## src/rtl/rgu_fsm_if.sv

```systemverilog
// Request-generator handshake bundle: header strobe/address in, arbiter and tail events in,
// request/lock vectors and status out.
interface rgu_fsm_if #(
  parameter int X_W = 4,
  parameter int Y_W = 4
);
  logic                 rqs_strobe;
  logic [X_W+Y_W-1:0]   addr;
  logic                 arb_ack;
  logic                 tail_done;
  logic [4:0]           rqs_vector;
  logic [4:0]           lock_vector;
  logic                 busy;
  logic                 rqs_urgent;
  logic                 addr_err;

  modport master (
    output rqs_strobe, addr, arb_ack, tail_done,
    input  rqs_vector, lock_vector, busy, rqs_urgent, addr_err
  );

  modport slave (
    input  rqs_strobe, addr, arb_ack, tail_done,
    output rqs_vector, lock_vector, busy, rqs_urgent, addr_err
  );
endinterface

```

## src/rtl/rgu_fsm.sv

```systemverilog
// Route/request generator for one mesh router input port: dimension-order route from the
// header address, request held until granted, output port locked until the tail leaves.
module rgu_fsm #(
  parameter int X_W     = 4,
  parameter int Y_W     = 4,
  parameter int XCOR    = 2,
  parameter int YCOR    = 2,
  parameter int X_DIM   = 16,
  parameter int Y_DIM   = 16,
  parameter int MODE    = 0,
  parameter int AGE_MAX = 15
) (
  input  logic     clk,
  input  logic     rst,
  rgu_fsm_if.slave bus
);

  localparam int XW1 = X_W + 1;
  localparam int YW1 = Y_W + 1;
  localparam int AW  = $clog2(AGE_MAX + 1);

  localparam logic [XW1-1:0] X_HERE  = XW1'(XCOR);
  localparam logic [YW1-1:0] Y_HERE  = YW1'(YCOR);
  localparam logic [XW1-1:0] X_LIMIT = XW1'(X_DIM);
  localparam logic [YW1-1:0] Y_LIMIT = YW1'(Y_DIM);
  localparam logic [AW-1:0]  AGE_TOP = AW'(AGE_MAX);

  // Port encoding {PE,YNEG,YPOS,XNEG,XPOS}
  localparam logic [4:0] P_NONE = 5'b00000;
  localparam logic [4:0] P_XPOS = 5'b00001;
  localparam logic [4:0] P_XNEG = 5'b00010;
  localparam logic [4:0] P_YPOS = 5'b00100;
  localparam logic [4:0] P_YNEG = 5'b01000;
  localparam logic [4:0] P_PE   = 5'b10000;

  typedef enum logic [1:0] {IDLE, REQ, LOCK} state_e;

  state_e         state_q, state_d;
  logic [4:0]     rqs_q, rqs_d;
  logic [4:0]     lock_q, lock_d;
  logic [AW-1:0]  age_q, age_d;
  logic           urgent_q, urgent_d;
  logic           err_q, err_d;

  logic [X_W-1:0] dst_x;
  logic [Y_W-1:0] dst_y;
  logic [XW1-1:0] dx;
  logic [YW1-1:0] dy;
  logic           addr_ok;
  logic [4:0]     x_hop, y_hop, route;

  assign dst_x   = bus.addr[X_W+Y_W-1:Y_W];
  assign dst_y   = bus.addr[Y_W-1:0];
  assign dx      = {1'b0, dst_x} - X_HERE;
  assign dy      = {1'b0, dst_y} - Y_HERE;
  assign addr_ok = ({1'b0, dst_x} < X_LIMIT) && ({1'b0, dst_y} < Y_LIMIT);

  // NOTE: every combinational output gets a default first so no path can infer a latch.
  always_comb begin
    x_hop = P_NONE;
    y_hop = P_NONE;
    route = P_NONE;
    if (dx != '0) x_hop = dx[X_W] ? P_XNEG : P_XPOS;
    if (dy != '0) y_hop = dy[Y_W] ? P_YNEG : P_YPOS;
    if (addr_ok) begin
      if (MODE == 0) route = (x_hop != P_NONE) ? x_hop : (y_hop != P_NONE) ? y_hop : P_PE;
      else           route = (y_hop != P_NONE) ? y_hop : (x_hop != P_NONE) ? x_hop : P_PE;
    end
  end

  always_comb begin
    state_d = state_q;
    rqs_d   = rqs_q;
    lock_d  = lock_q;
    age_d   = age_q;
    err_d   = 1'b0;
    unique case (state_q)
      IDLE: begin
        if (bus.rqs_strobe) begin
          if (addr_ok) begin
            rqs_d   = route;
            age_d   = '0;
            state_d = REQ;
          end else begin
            err_d = 1'b1;
          end
        end
      end
      REQ: begin
        if (bus.arb_ack) begin
          rqs_d = P_NONE;
          age_d = '0;
          // A single-flit packet is already gone, so there is nothing to lock.
          if (bus.tail_done) begin
            state_d = IDLE;
          end else begin
            lock_d  = rqs_q;
            state_d = LOCK;
          end
        end else if (age_q != AGE_TOP) begin
          age_d = age_q + AW'(1);
        end
      end
      LOCK: begin
        if (bus.tail_done) begin
          lock_d  = P_NONE;
          state_d = IDLE;
          if (bus.rqs_strobe) begin
            if (addr_ok) begin
              rqs_d   = route;
              age_d   = '0;
              state_d = REQ;
            end else begin
              err_d = 1'b1;
            end
          end
        end
      end
      default: begin
        state_d = IDLE;
        rqs_d   = P_NONE;
        lock_d  = P_NONE;
        age_d   = '0;
      end
    endcase
    urgent_d = (state_d == REQ) && (age_d == AGE_TOP);
  end

  // NOTE: sequential state uses non-blocking assignments so all flops update together.
  always_ff @(posedge clk or negedge rst) begin
    if (!rst) begin
      state_q  <= IDLE;
      rqs_q    <= P_NONE;
      lock_q   <= P_NONE;
      age_q    <= '0;
      urgent_q <= 1'b0;
      err_q    <= 1'b0;
    end else begin
      state_q  <= state_d;
      rqs_q    <= rqs_d;
      lock_q   <= lock_d;
      age_q    <= age_d;
      urgent_q <= urgent_d;
      err_q    <= err_d;
    end
  end

  assign bus.rqs_vector  = rqs_q;
  assign bus.lock_vector = lock_q;
  assign bus.busy        = (state_q != IDLE);
  assign bus.rqs_urgent  = urgent_q;
  assign bus.addr_err    = err_q;

endmodule

```

## src/flat_wrapper.sv

```systemverilog
// flat-port wrapper written by rule: the top's interface ports become plain ports
module rgu_fsm_flat 
#(
  parameter int X_W     = 4,
  parameter int Y_W     = 4,
  parameter int XCOR    = 2,
  parameter int YCOR    = 2,
  parameter int X_DIM   = 16,
  parameter int Y_DIM   = 16,
  parameter int MODE    = 0,
  parameter int AGE_MAX = 15
)
  (clk, rst, bus_rqs_strobe, bus_addr, bus_arb_ack, bus_tail_done, bus_rqs_vector, bus_lock_vector, bus_busy, bus_rqs_urgent, bus_addr_err);
  rgu_fsm_if #(.X_W(X_W), .Y_W(Y_W)) bus_i ();
  input  logic clk;
  input  logic rst;
  input wire logic [$bits(bus_i.rqs_strobe)-1:0] bus_rqs_strobe;
  input wire logic [$bits(bus_i.addr)-1:0] bus_addr;
  input wire logic [$bits(bus_i.arb_ack)-1:0] bus_arb_ack;
  input wire logic [$bits(bus_i.tail_done)-1:0] bus_tail_done;
  output wire logic [$bits(bus_i.rqs_vector)-1:0] bus_rqs_vector;
  output wire logic [$bits(bus_i.lock_vector)-1:0] bus_lock_vector;
  output wire logic [$bits(bus_i.busy)-1:0] bus_busy;
  output wire logic [$bits(bus_i.rqs_urgent)-1:0] bus_rqs_urgent;
  output wire logic [$bits(bus_i.addr_err)-1:0] bus_addr_err;
  assign bus_i.rqs_strobe = bus_rqs_strobe;
  assign bus_i.addr = bus_addr;
  assign bus_i.arb_ack = bus_arb_ack;
  assign bus_i.tail_done = bus_tail_done;
  assign bus_rqs_vector = bus_i.rqs_vector;
  assign bus_lock_vector = bus_i.lock_vector;
  assign bus_busy = bus_i.busy;
  assign bus_rqs_urgent = bus_i.rqs_urgent;
  assign bus_addr_err = bus_i.addr_err;
  rgu_fsm #(.X_W(X_W), .Y_W(Y_W), .XCOR(XCOR), .YCOR(YCOR), .X_DIM(X_DIM), .Y_DIM(Y_DIM), .MODE(MODE), .AGE_MAX(AGE_MAX)) u_core (.clk(clk), .rst(rst), .bus(bus_i));
endmodule
```

## config.mk

```make
export PLATFORM = sky130hd
export DESIGN_NAME = rgu_fsm_flat
export DESIGN_NICKNAME = d
export VERILOG_FILES = /design/src/rtl/rgu_fsm_if.sv /design/src/rtl/rgu_fsm.sv /design/src/flat_wrapper.sv
export SDC_FILE = /design/constraint.sdc
export NUM_CORES = 1
export LEC_CHECK = 0
export CAP_MARGIN = 20
export CORE_UTILIZATION = 42
export CTS_BUF_LIST = sky130_fd_sc_hd__clkbuf_4 sky130_fd_sc_hd__clkbuf_8 sky130_fd_sc_hd__clkbuf_16
export DETAILED_ROUTE_END_ITERATION = 16
export MAX_ROUTING_LAYER = met4
export PLACE_DENSITY = 0.77
export SETUP_SLACK_MARGIN = 0.2
export SYNTH_ARGS = -nofsm -noshare
export SYNTH_HDL_FRONTEND = slang
export SYNTH_SLANG_ARGS = --single-unit
```

## constraint.sdc

```tcl
create_clock -name clk -period 1.5 [get_ports clk]
set_input_delay 0.15 -clock clk [delete_from_list [all_inputs] [get_ports clk]]
set_output_delay 0.15 -clock clk [all_outputs]
set_load 0.1 [all_outputs]
```

Yosys cells after proc, flatten, opt, wreduce, memory -nomap -nowiden

Index checks and enable logic that the tools add are counted.

Flip-flop bits (word level): 17
Logic and storage cells: 51

Add/subtract/negate cells: 3
Eq/ne operators: 8
Mux-type cells: 25
Bitwise logic cells: 1
Reductions and logical operators: 9

Operator list:

| kind                  | count |
|---|---|
| $mux W5               | 10 |
| $pmux W5 S3           | 2 |
| $mux W4               | 5 |
| $reduce_bool A5 Y1    | 4 |
| $pmux W4 S3           | 1 |
| $mux W2               | 5 |
| $sub A4 B2 Y5 const B | 2 |
| $ne A2 B2 Y1 const B  | 3 |
| $pmux W2 S3           | 1 |
| $add A4 B1 Y4 const B | 1 |
| $eq A2 B1 Y1 const B  | 2 |
| $eq A4 B4 Y1 const B  | 1 |
| $ne A4 B4 Y1 const B  | 1 |
| $reduce_and A4 Y1     | 1 |
| $eq A2 B2 Y1 const B  | 1 |
| $logic_not A2 Y1      | 1 |
| $reduce_and A2 Y1     | 1 |
| $reduce_bool A2 Y1    | 1 |
| $logic_and A1 B1 Y1   | 1 |
| $mux W1               | 1 |
| $not A1 Y1            | 1 |

Depth between registers and ports, before layout

Depth in word-level cells: 9
Gate-level depth with buffers: 6
Mapped depth without buffers: 6

Worst setup path after synthesis

OpenSTA, ideal clock, no wires.

Path type: register -> register
From: register u_core.age_q[0]
To: register u_core.urgent_q (netlist: u_core.bus.rqs_urgent)
Arrival: 1390 ps
Setup slack: 23 ps
Cell stages (with the launch flop): 6
Path buffers: 0
Path through: dfrtp_1 ha_1 and4b_2 o221ai_2 a31o_1 a211oi_2

Cells in the longest elaborated chain, start to end: 6
Elaborated cells between the ends (all ways): 9
Classes of those cells: add/sub (1); eq/ne (2); mux (5); reduce/logical (1)

Ends and longest elaborated chain:

| element                                       | line                           | text |
|---|---|---|
| start, declared                               | rgu_fsm.sv:41                  | `logic [AW-1:0] age_q, age_d;` |
| start signal, assigned                        | rgu_fsm.sv:142                 | `age_q <= age_d;` |
| $add A4 B1 Y4 or $ne A4 B4 Y1 (tied branches) | rgu_fsm.sv:101, rgu_fsm.sv:100 |  |
| $mux W4                                       | rgu_fsm.sv:100                 | `end else if (age_q != AGE_TOP) begin` |
| $mux W4                                       | rgu_fsm.sv:90                  | `if (bus.arb_ack) begin` |
| $pmux W4 S3 *                                 | rgu_fsm.sv:77                  | `unique case (state_q)` |
| $eq A4 B4 Y1 *                                | rgu_fsm.sv:126                 | `urgent_d = (state_d == REQ) && (age_d == AGE_TOP);` |
| $logic_and A1 B1 Y1 *                         | rgu_fsm.sv:126                 |  |
| via u_core.urgent_d                           | rgu_fsm.sv:42                  | `logic urgent_q, urgent_d;` |
| end signal, assigned                          | rgu_fsm.sv:143                 | `urgent_q <= urgent_d;` |
| end, declared                                 | rgu_fsm.sv:42                  |  |

The timed path passes the listed nets; every way through them passes the cells marked *.
A chain may end at the register's enable or synchronous reset.

Final worst setup path

From: register u_core.state_q[1]
To: register u_core.urgent_q (netlist: u_core.bus.rqs_urgent)

Cells in the longest elaborated chain, start to end: 4
Elaborated cells between the ends (all ways): 11
Classes of those cells: eq/ne (4); mux (5); reduce/logical (2)

Ends and longest elaborated chain:

| element                                      | line           | text |
|---|---|---|
| start, declared                              | rgu_fsm.sv:38  | `state_e state_q, state_d;` |
| start signal, assigned                       | rgu_fsm.sv:139 | `state_q <= state_d;` |
| $eq A2 B2 Y1 (tied with other cells)         | rgu_fsm.sv:77  |  |
| $pmux W4 S3 or $pmux W2 S3 (tied branches)   | rgu_fsm.sv:77  |  |
| $eq A4 B4 Y1 or $eq A2 B1 Y1 (tied branches) | rgu_fsm.sv:126 |  |
| $logic_and A1 B1 Y1 *                        | rgu_fsm.sv:126 |  |
| via u_core.urgent_d                          | rgu_fsm.sv:42  |  |

Marked as above.

==> impl_metrics.json <==
{
  "status": "finished clean",
  "finalHoldViolCount": 0,
  "die_y_um": 49.5,
  "maxSlewViolCount": 0,
  "vdd_drop_max_mv": 1.15,
  "die_w_um": 49.5,
  "io_buffers": 24,
  "cts_sinks": 17,
  "nets": 165,
  "worstPathArrival_ps": 1650,
  "firstDrtPassIters": 4,
  "pwr-share-clk": 0.124,
  "grt_max_degree": 18,
  "vias": 963,
  "rr_worst_depth": 4,
  "ys_types": 36,
  "gp_congestion": 0.775,
  "cp-end-kind": "flop",
  "postSynthCellCount": 100,
  "synthFlopType": "dfrtp_1",
  "synthSimpleGateAreaFrac": 0.212,
  "p_leak_nw": 0.726,
  "synthMuxAreaShare": 0,
  "area_growth_pct": 75.7,
  "clock_latency_ps": 300,
  "ff2ff_setup_slack_ps": 70,
  "netlist_area_um2": 946,
  "antenna_found_initial": 0,
  "final.setup_skew_ps": 1.46,
  "initial_utilization": 0.463,
  "synth_xor_area_frac": 0.0185,
  "yosys-top-cells-count": "dfrtp_1 (17), nand2_1 (13), o21ai_0 (12), inv_1 (7), nand3_1 (6)",
  "dp_hpwl_um": 1930,
  "die-area_um2": 2450,
  "period_needed_ps": 1430,
  "power_density_nw_per_um2": 1230,
  "antenna_cells": 0,
  "synth.largest_area_cell": "dfrtp_1",
  "clk_pin_slew_ps": 100,
  "wl_met3_um": 68,
  "drt-total-wl_um": 2750,
  "grt_first_pass_wirelength_um": 4260,
  "cts_made_buffers": 3,
  "globalRouteTotalUtil": 0.244,
  "r2r_end": "u_core.bus.rqs_urgent",
  "drc": 0,
  "max_cap_violations": 0,
  "rsz0062_at_grt": "true",
  "post-route-util": 0.814,
  "swShare": 0.459,
  "met2_length_um": 1440,
  "synthArstFlopShare": 1.00,
  "h-tree-depth": 1,
  "first_iter_violations": 12,
  "multi_input_area_um2": 589,
  "overflow": 0,
  "finalSetupViolCount": 0,
  "synth_compound_area_frac": 0.231,
  "crit_type": "reg2reg",
  "ys.warnings.count": 0,
  "p_comb_frac": 0.568,
  "syn_nets": 116,
  "dr.max_layer_used": "met4",
  "routedWlPerCell_um": 15.7,
  "seqCellArea_um2": 435,
  "root_buffer": "clkbuf_4",
  "grt_pass1_vias": 1049,
  "synth_edf_count": 0,
  "syn_area_per_cell_um2": 9.46,
  "io_pins": 26,
  "coreArea_um2": 2040,
  "intPower_mw": 1.11,
  "switchingPower_uw": 942,
  "cts_tree": "built",
  "fillers": 124,
  "cp_max_fo": 6,
  "fmax_ghz": 0.698,
  "synth_seq_area_share": 0.450,
  "antenna_left": 0,
  "finalCritPeriodShare": 0.955,
  "synth_adder_area_share": 0.0397,
  "drive_gt1_frac": 0.500,
  "pwr-share-seq": 0.309,
  "synth_top_area_share": 0.450,
  "via_per_inst": 5.50,
  "worstPathRequired_ps": 1720,
  "wl_met1_um": 1180,
  "synth_top_family_by_area": "compound AO/OA/AOI/OAI gates",
  "ctsLongestPathBuffers": 2,
  "r2r_start": "u_core.state_q[1]",
  "synth.most_common_cell": "dfrtp_1",
  "final.setup.tns_ps": 0,
  "fp-row-count": 16,
  "ys_ff_latch": 17,
  "min_path_type": "in2async",
  "netlist_top_cells_area": "dfrtp_1 (45%), o21ai_0 (6.3%), nand2_1 (5.2%)",
  "worstSetupStartpointType": "flop"
}
metrics by stage:
stage / hold slack [ps] / area (um^2) / power [mW] / instances / setup WS (ps)
after CTS: 174 / 1550 / 1.96 / 172 / 74.9
after global routing: 181 / 1660 / 2.14 / 175 / 2.39
final: 171 / 1660 / 2.05 / 175 / 67.3
after floorplan: -146 / 971 / 1.22 / 100 / 121
after detailed placement: 499 / 1480 / 1.67 / 165 / -226
after global placement: 490 / 1480 / 1.64 / 165 / -162
how the worst max path moves through the flow:
stage / startpoint / to / slack, ps / depth (start not counted)
2_1_floorplan: u_core.age_q[1] / u_core.bus.rqs_urgent / 120 / 5
3_5_place_dp: bus_addr[5] / u_core.bus.rqs_vector[3] / -230 / 8
6_report: u_core.state_q[1] / u_core.bus.rqs_urgent / 70 / 4
4_1_cts: u_core.age_q[0] / u_core.bus.rqs_urgent / 70 / 5
5_1_grt: u_core.age_q[1] / u_core.bus.rqs_urgent / 2 / 6
3_3_place_gp: bus_addr[5] / u_core.bus.rqs_vector[4] / -160 / 7
cells by family after synthesis:
kind of cell | after synthesis
xor+xnor | 2
compound gates | 32
buf+inv | 10
simple gates | 35
flops | 17
other cells | 1
fa+ha+maj | 3
state kept, by name, indices dropped and copies added, names as in the netlist:
name / count
u_core.age_q: 4
u_core.bus.lock_vector: 5
u_core.bus.rqs_vector: 5
u_core.bus.rqs_urgent: 1
u_core.state_q: 2
final cells by class:
| class | instances | area share |
|---|---|---|
| well taps | 27 | 0.0203 |
| clock buffers | 3 | 0.0136 |
| multi-input cells | 73 | 0.355 |
| inverters | 7 | 0.0158 |
| flip-flops and latches | 17 | 0.262 |
| clock inverters | 1 | 0.00301 |
| repair buffers | 47 | 0.331 |
layer usage:
layer / vias to the layer above / track usage
li1: 461 / -
met1: 475 / 0.252
met2: 23 / 0.406
met3: 4 / 0.0463
met4: 0 / 0.190
met5: - / -
cell usage in the layout, fill, tap and decap left out, drive strengths merged:
master / netlist / final
buf: 2 / 35
dfrtp: 17 / 17
nand2: 13 / 13
o21ai: 12 / 12
clkdlybuf4s50: 0 / 10
inv: 7 / 7
nand3: 6 / 6
a21oi: 5 / 5
a22oi: 5 / 5
clkbuf: 1 / 3
ha: 3 / 3
a211oi: 2 / 2
nor2: 2 / 2
dlygate4sd2: 0 / 2
nand2b: 2 / 2
nor3b: 2 / 2
nor3: 2 / 2
o2bb2ai: 2 / 2
a21o: 1 / 1
and3: 1 / 1
nor4: 1 / 1
nand3b: 1 / 1
or3b: 1 / 1
or2: 1 / 1
a22o: 1 / 1
and4b: 1 / 1
o221ai: 1 / 1
a31o: 1 / 1
or3: 1 / 1
xor2: 1 / 1
xnor2: 1 / 1
nand4b: 1 / 1
o31ai: 1 / 1
o41ai: 1 / 1
conb: 1 / 1
clkinv: 0 / 1
worst max-delay path, cell delays in order (launching register included):
cell      delay [ps]
dfrtp_2          480
or3b_4           410
nor2_1           140
o21ai_1          100
a211oi_2         230
repair_timing:
action / CTS / global route
setup endpoints to repair: 11 / 16
buffers inserted: 3 / 3
pin swaps: 3 / 8
cloned: 0 / 0
gates resized for setup: 11 / 25
hold buffers: 0 / 0
endpoints found under the hold margin: 0 / 0
power groups by stage:
stage	Clock [mW]	Sequential, mW	Combinational, mW
after global routing	0.276	0.645	1.21
final	0.254	0.633	1.16
after CTS	0.255	0.624	1.08
after global placement	0	0.635	1.01
after detailed placement	0	0.638	1.03
after floorplan	0	0.952	0.266
Power figures use the tool's default switching activity.
